### src/rtl/eeprom_access_arb.sv
// Two-requester round-robin arbiter in front of an I2C EEPROM driver.
// Each command runs issue -> wait for driver -> optional write-cycle wait -> response.
module eeprom_access_arb #(
  parameter logic        BIT_CTRL    = 1'b1,
  parameter logic [15:0] WR_WAIT_CYC = 16'd5000,
  parameter logic [15:0] TIMEOUT_CYC = 16'd4000
) (
  input  logic        clk,
  input  logic        rst,
  input  logic        req0_valid,
  input  logic        req0_rh_wl,
  input  logic [15:0] req0_addr,
  input  logic [7:0]  req0_wdata,
  output logic        req0_ready,
  input  logic        req1_valid,
  input  logic        req1_rh_wl,
  input  logic [15:0] req1_addr,
  input  logic [7:0]  req1_wdata,
  output logic        req1_ready,
  output logic        resp0_valid,
  output logic        resp1_valid,
  output logic [7:0]  resp_rdata,
  output logic        resp_err,
  output logic        i2c_exec,
  output logic        bit_ctrl,
  output logic        i2c_rh_wl,
  output logic [15:0] i2c_addr,
  output logic [7:0]  i2c_data_w,
  input  logic [7:0]  i2c_data_r,
  input  logic        i2c_done,
  output logic        busy
);

  typedef enum logic [2:0] {IDLE, ISSUE, WAIT_DONE, WR_WAIT, RESP} state_t;

  localparam logic [15:0] WR_LAST = (WR_WAIT_CYC == 16'd0) ? 16'd0 : WR_WAIT_CYC - 16'd1;
  localparam logic [15:0] TO_LAST = TIMEOUT_CYC - 16'd1;

  state_t      state_q, state_d;
  logic        grant_id_q, grant_id_d;
  logic        last_grant_q, last_grant_d;
  logic        rh_wl_q, rh_wl_d;
  logic [15:0] addr_q, addr_d;
  logic [7:0]  wdata_q, wdata_d;
  logic [7:0]  rdata_q, rdata_d;
  logic        err_q, err_d;
  logic [15:0] cnt_q, cnt_d;
  logic        grant0, grant1;

  // NOTE: every signal assigned here gets a default first, so no path can infer a latch.
  always_comb begin
    state_d      = state_q;
    grant_id_d   = grant_id_q;
    last_grant_d = last_grant_q;
    rh_wl_d      = rh_wl_q;
    addr_d       = addr_q;
    wdata_d      = wdata_q;
    rdata_d      = rdata_q;
    err_d        = err_q;
    cnt_d        = cnt_q;
    grant0       = 1'b0;
    grant1       = 1'b0;

    case (state_q)
      IDLE: begin
        // With both requesting, the one that did not go last wins.
        grant0 = !rst && req0_valid && (!req1_valid || last_grant_q);
        grant1 = !rst && req1_valid && !grant0;
        if (grant0 || grant1) begin
          grant_id_d = grant1;
          rh_wl_d    = grant1 ? req1_rh_wl : req0_rh_wl;
          addr_d     = grant1 ? req1_addr  : req0_addr;
          wdata_d    = grant1 ? req1_wdata : req0_wdata;
          rdata_d    = 8'h00;
          err_d      = 1'b0;
          cnt_d      = 16'd0;
          state_d    = ISSUE;
        end
      end
      ISSUE: begin
        // Counter holds cycles elapsed since the i2c_exec pulse.
        cnt_d   = 16'd1;
        state_d = WAIT_DONE;
      end
      WAIT_DONE: begin
        if (i2c_done) begin
          err_d = 1'b0;
          if (rh_wl_q) begin
            rdata_d = i2c_data_r;
            state_d = RESP;
          end else begin
            cnt_d   = 16'd0;
            state_d = WR_WAIT;
          end
        end else if (cnt_q >= TO_LAST) begin
          err_d   = 1'b1;
          rdata_d = 8'h00;
          state_d = RESP;
        end else begin
          cnt_d = cnt_q + 16'd1;
        end
      end
      WR_WAIT: begin
        if (cnt_q == WR_LAST) state_d = RESP;
        else                  cnt_d   = cnt_q + 16'd1;
      end
      RESP: begin
        last_grant_d = grant_id_q;
        state_d      = IDLE;
      end
      default: state_d = IDLE;
    endcase
  end

  // NOTE: sequential state uses non-blocking assignments so all flops update from pre-edge values.
  always_ff @(posedge clk or posedge rst) begin
    if (rst) begin
      state_q      <= IDLE;
      grant_id_q   <= 1'b0;
      last_grant_q <= 1'b1;
      rh_wl_q      <= 1'b0;
      addr_q       <= 16'h0000;
      wdata_q      <= 8'h00;
      rdata_q      <= 8'h00;
      err_q        <= 1'b0;
      cnt_q        <= 16'd0;
    end else begin
      state_q      <= state_d;
      grant_id_q   <= grant_id_d;
      last_grant_q <= last_grant_d;
      rh_wl_q      <= rh_wl_d;
      addr_q       <= addr_d;
      wdata_q      <= wdata_d;
      rdata_q      <= rdata_d;
      err_q        <= err_d;
      cnt_q        <= cnt_d;
    end
  end

  assign req0_ready  = grant0;
  assign req1_ready  = grant1;
  assign i2c_exec    = (state_q == ISSUE);
  assign resp0_valid = (state_q == RESP) && !grant_id_q;
  assign resp1_valid = (state_q == RESP) &&  grant_id_q;
  assign resp_rdata  = (state_q == RESP) ? rdata_q : 8'h00;
  assign resp_err    = (state_q == RESP) && err_q;
  assign i2c_rh_wl   = rh_wl_q;
  assign i2c_addr    = addr_q;
  assign i2c_data_w  = wdata_q;
  assign bit_ctrl    = BIT_CTRL;
  assign busy        = (state_q != IDLE);

endmodule
### config.mk
export PLATFORM = sky130hd
export DESIGN_NAME = eeprom_access_arb
export DESIGN_NICKNAME = d
export VERILOG_FILES = /design/src/rtl/eeprom_access_arb.sv
export SDC_FILE = /design/constraint.sdc
export NUM_CORES = 1
export LEC_CHECK = 0
export BUFFER_PORTS_ARGS = -buffer_cell sky130_fd_sc_hd__buf_2
export CORE_ASPECT_RATIO = 0.75
export CORE_MARGIN = 2
export CORE_UTILIZATION = 40
export CTS_BUF_LIST = sky130_fd_sc_hd__clkbuf_4
export DETAILED_ROUTE_END_ITERATION = 8
export GPL_TIMING_DRIVEN = 0
export PLACE_DENSITY_LB_ADDON = 0.05
export SETUP_SLACK_MARGIN = 0.4
export SLEW_MARGIN = 0
export SYNTH_ARGS = -nofsm -noshare
export SYNTH_HDL_FRONTEND = slang
export SYNTH_SLANG_ARGS = --single-unit
### constraint.sdc
create_clock -name clk -period 2.7 [get_ports clk]
set_input_delay 0.27 -clock clk [delete_from_list [all_inputs] [get_ports clk]]
set_output_delay 0.27 -clock clk [all_outputs]
set_load 0.01 [all_outputs]
==> flow_summary.toml <==
[synthesis]
synth.area.top_cells = "dfrtp_1 46%, mux2i_1 12%, nor2_1 5.0%"
ys_async_sr_fraction_pct = 100.0
syn_area_mm2 = 0.002934
syn_inst = 309
synthDistinctLibCells = 48
synth_edf_count = 0
ys_seq_area_share_pct = 46.95
avgSynthCellArea_um2 = 9.495
ys.flop_type = "dfrtp_1"
yosys.area.top_type = "dfrtp_1"
synth_top_area_share_pct = 46.06
yosys_warnings = 0
synth.ff_latch_count = 55
syn_nets = 373

[clock_network]
cts_tree = "yes"
cts_inserted_buffers = 5
cts_sinks = 55
path_clk_slew_ns = 0.16
root_buffer = "clkbuf_4"
clk_latency_ns = 0.36
htree_levels = 2
cts_buffer_depth = 2

[routing]
drc = 0
drt_first_pass_iters = 4
ant_nets = 0
drt-total-wl_mm = 7.507
drtIter0Drc = 119
wl_per_cell_um = 14.11
vias = 2738
viasPerCell = 5.147

[die]
placementRows = 27
initial_utilization_pct = 40.58
die_h_um = 78.17
pin_count = 104
dieArea_mm2 = 0.008043
core_mm2 = 0.007229
dieWidth_um = 102.9

[power_and_ir_drop]
p_per_area_mw_per_mm2 = 894.9
leakage_nw = 1.846
ir_drop_uv = 420.8
total_power_mw = 3.418

[worst_setup_path]
crit_path_end_kind = "flip-flop"
required_ns = 2.96
critPathLaunchType = "flip-flop"
worstPathArrival_ns = 2.57
cp_max_fo = 6
crit_type = "flip-flop to flip-flop"
r2r_cells = 8

[grt]
top_usage_layer = "met2"
grt_util_met1_pct = 27.65
grt_pass1_vias = 2649
grt_pass1_wl_mm = 12.54
antenna_found_initial = 0
grt_max_degree = 32
grt_overflow = 0
grt_usage_pct = 19.54
met3_usage_pct = 3.384
use_met2_pct = 31.23

[final_layout]
num-nets-final = 494
syn2layout_area_growth_pct = 30.19
n_antenna_cell = 0
final_area_mm2 = 0.003820
drive_gt1_share_pct = 34.11
final_cells = 532
fin_util_pct = 52.84

[sta]
hold_viol = 0
final.setup.tns_ns = 0
drv_slew = 0
fin_crit_ns = 2.313
finalCritPeriodShare_pct = 85.68
hold_slack_ns = 0.1303
timing.fmax_mhz = 432.3
relSlewSlack_pct = 46.65
fin_ws_ns = 0.3867
clock_skew_ns = 0.01388
setup_viol = 0
tightestPinTransition_ns = 0.8002
rsz0062_at_grt = "true"

[placement]
hpwl_mm = 5.510
gp_congestion = 0.8176
io_buffers = 102
dp.cells = 513
pre_cts_slack_ns = 0.1573
place_area_mm2 = 0.003591

[min_path]
hold_path_class = "input pin to flip-flop"
holdPathStages = 3

[status]
outcome = "finished, final reports clean"

[job]
max_cap_violations = 0
synth_stat cells (2+ instances only):
cell and number:
dfrtp_1 54, nor2_1 39, mux2i_1 34, a21oi_1 29, nand2_1 27, inv_1 15
and3_1 12, clkbuf_1 11, o21ai_0 8, nand3_1 7, a31oi_1 6, o22a_1 6
a21o_1 4, nand4_1 4, nor3b_1 4, nor3_1 3, nor4_1 3, or3_1 3
or4_1 3, a211oi_1 2, a21boi_0 2, buf_6 2, nand2b_1 2, nor2b_1 2
o21a_1 2, o21bai_1 2, o41ai_1 2
registers in the layout, summed over array words and instances, names as in the netlist:
register and count:
err_q 1, i2c_rh_wl 1, grant_id_q 1, last_grant_q 1, i2c_data_w 8, rdata_q 8, i2c_addr 16, cnt_q 16
state_q 3
repair_timing:
| item | CTS | global route |
|---|---|---|
| gates resized for setup | 3 | 19 |
| pin swaps | 4 | 3 |
| setup endpoints to repair | 21 | 48 |
| hold buffers | 1 | 0 |
| endpoints found under the hold margin | 24 | 0 |
| setup buffers | 8 | 2 |
power by group:
group          switching, mW  internal (mW)
Sequential             0.186           1.12
Combinational          0.953          0.714
Clock                  0.251          0.191
Total                   1.39           2.03
layout by cell type, fill, tap and decap left out, drive strengths merged, types with 3 or more instances in the layout:
cell / synthesis / routed
a21oi: 29 / 29
nor3b: 4 / 4
nor4: 3 / 3
nand2: 27 / 27
nor3: 3 / 3
mux2i: 34 / 34
a31oi: 6 / 6
o22a: 6 / 6
nor2: 39 / 39
and3: 13 / 13
dfrtp: 54 / 54
or3: 3 / 3
o21ai: 9 / 9
a21o: 5 / 5
or4: 3 / 3
buf: 5 / 117
clkbuf: 11 / 17
nand4: 4 / 4
nand3: 7 / 7
inv: 15 / 15
layout make-up:
cell class                      count  area (µm²)
Fill cell                         727        3410
Tap cell                          101       126.4
Buffer                             16       88.84
Multi-Input combinational cell    223        1465
Sequential cell                    55        1379
Timing Repair Buffer              114       628.1
Clock buffer                        5       37.54
Clock inverter                      3       38.79
Inverter                           15       56.30
worst paths after layout:
path | from | to | slack, ns
max in group asynchronous | rst | last_grant_q$_DFFE_PP1N_ | 1.56
max | cnt_q[4]$_DFFE_PP0P_ | cnt_q[2]$_DFFE_PP0P_ | 0.39
min | i2c_data_r[6] | rdata_q[6]$_DFFE_PP0P_ | 0.13
max reg2reg | cnt_q[4]$_DFFE_PP0P_ | cnt_q[2]$_DFFE_PP0P_ | 0.39
min reg2reg | cnt_q[14]$_DFFE_PP0P_ | cnt_q[14]$_DFFE_PP0P_ | 0.51
min in group asynchronous | rst | i2c_addr[15]$_DFFE_PP0P_ | 0.53
cell families after synthesis:
logic type	share of synthesized area, %
buf+inv	4.648
simple gates	18.12
flops	46.95
fa+ha+maj	0.4264
compound gates	17.61
mux	12.11
other cells	0.1278
worst max-delay path, stage by stage, from the launching register on:
cell and delay [ns]:
dfrtp_1 0.40, buf_6 0.11, or4_4 0.46, or4_4 0.52
buf_6 0.15, a2bb2oi_4 0.18, buf_12 0.13, nor3b_1 0.04
o22a_1 0.20
routing by layer:
metal / vias to the layer above / part of all wire [%]
li1: 1353 / -
met1: 1297 / 47
met2: 80 / 46
met3: 8 / 5.3
met4: 0 / 1.3
met5: - / 0
Note: power is estimated with default switching activity, not from simulation.
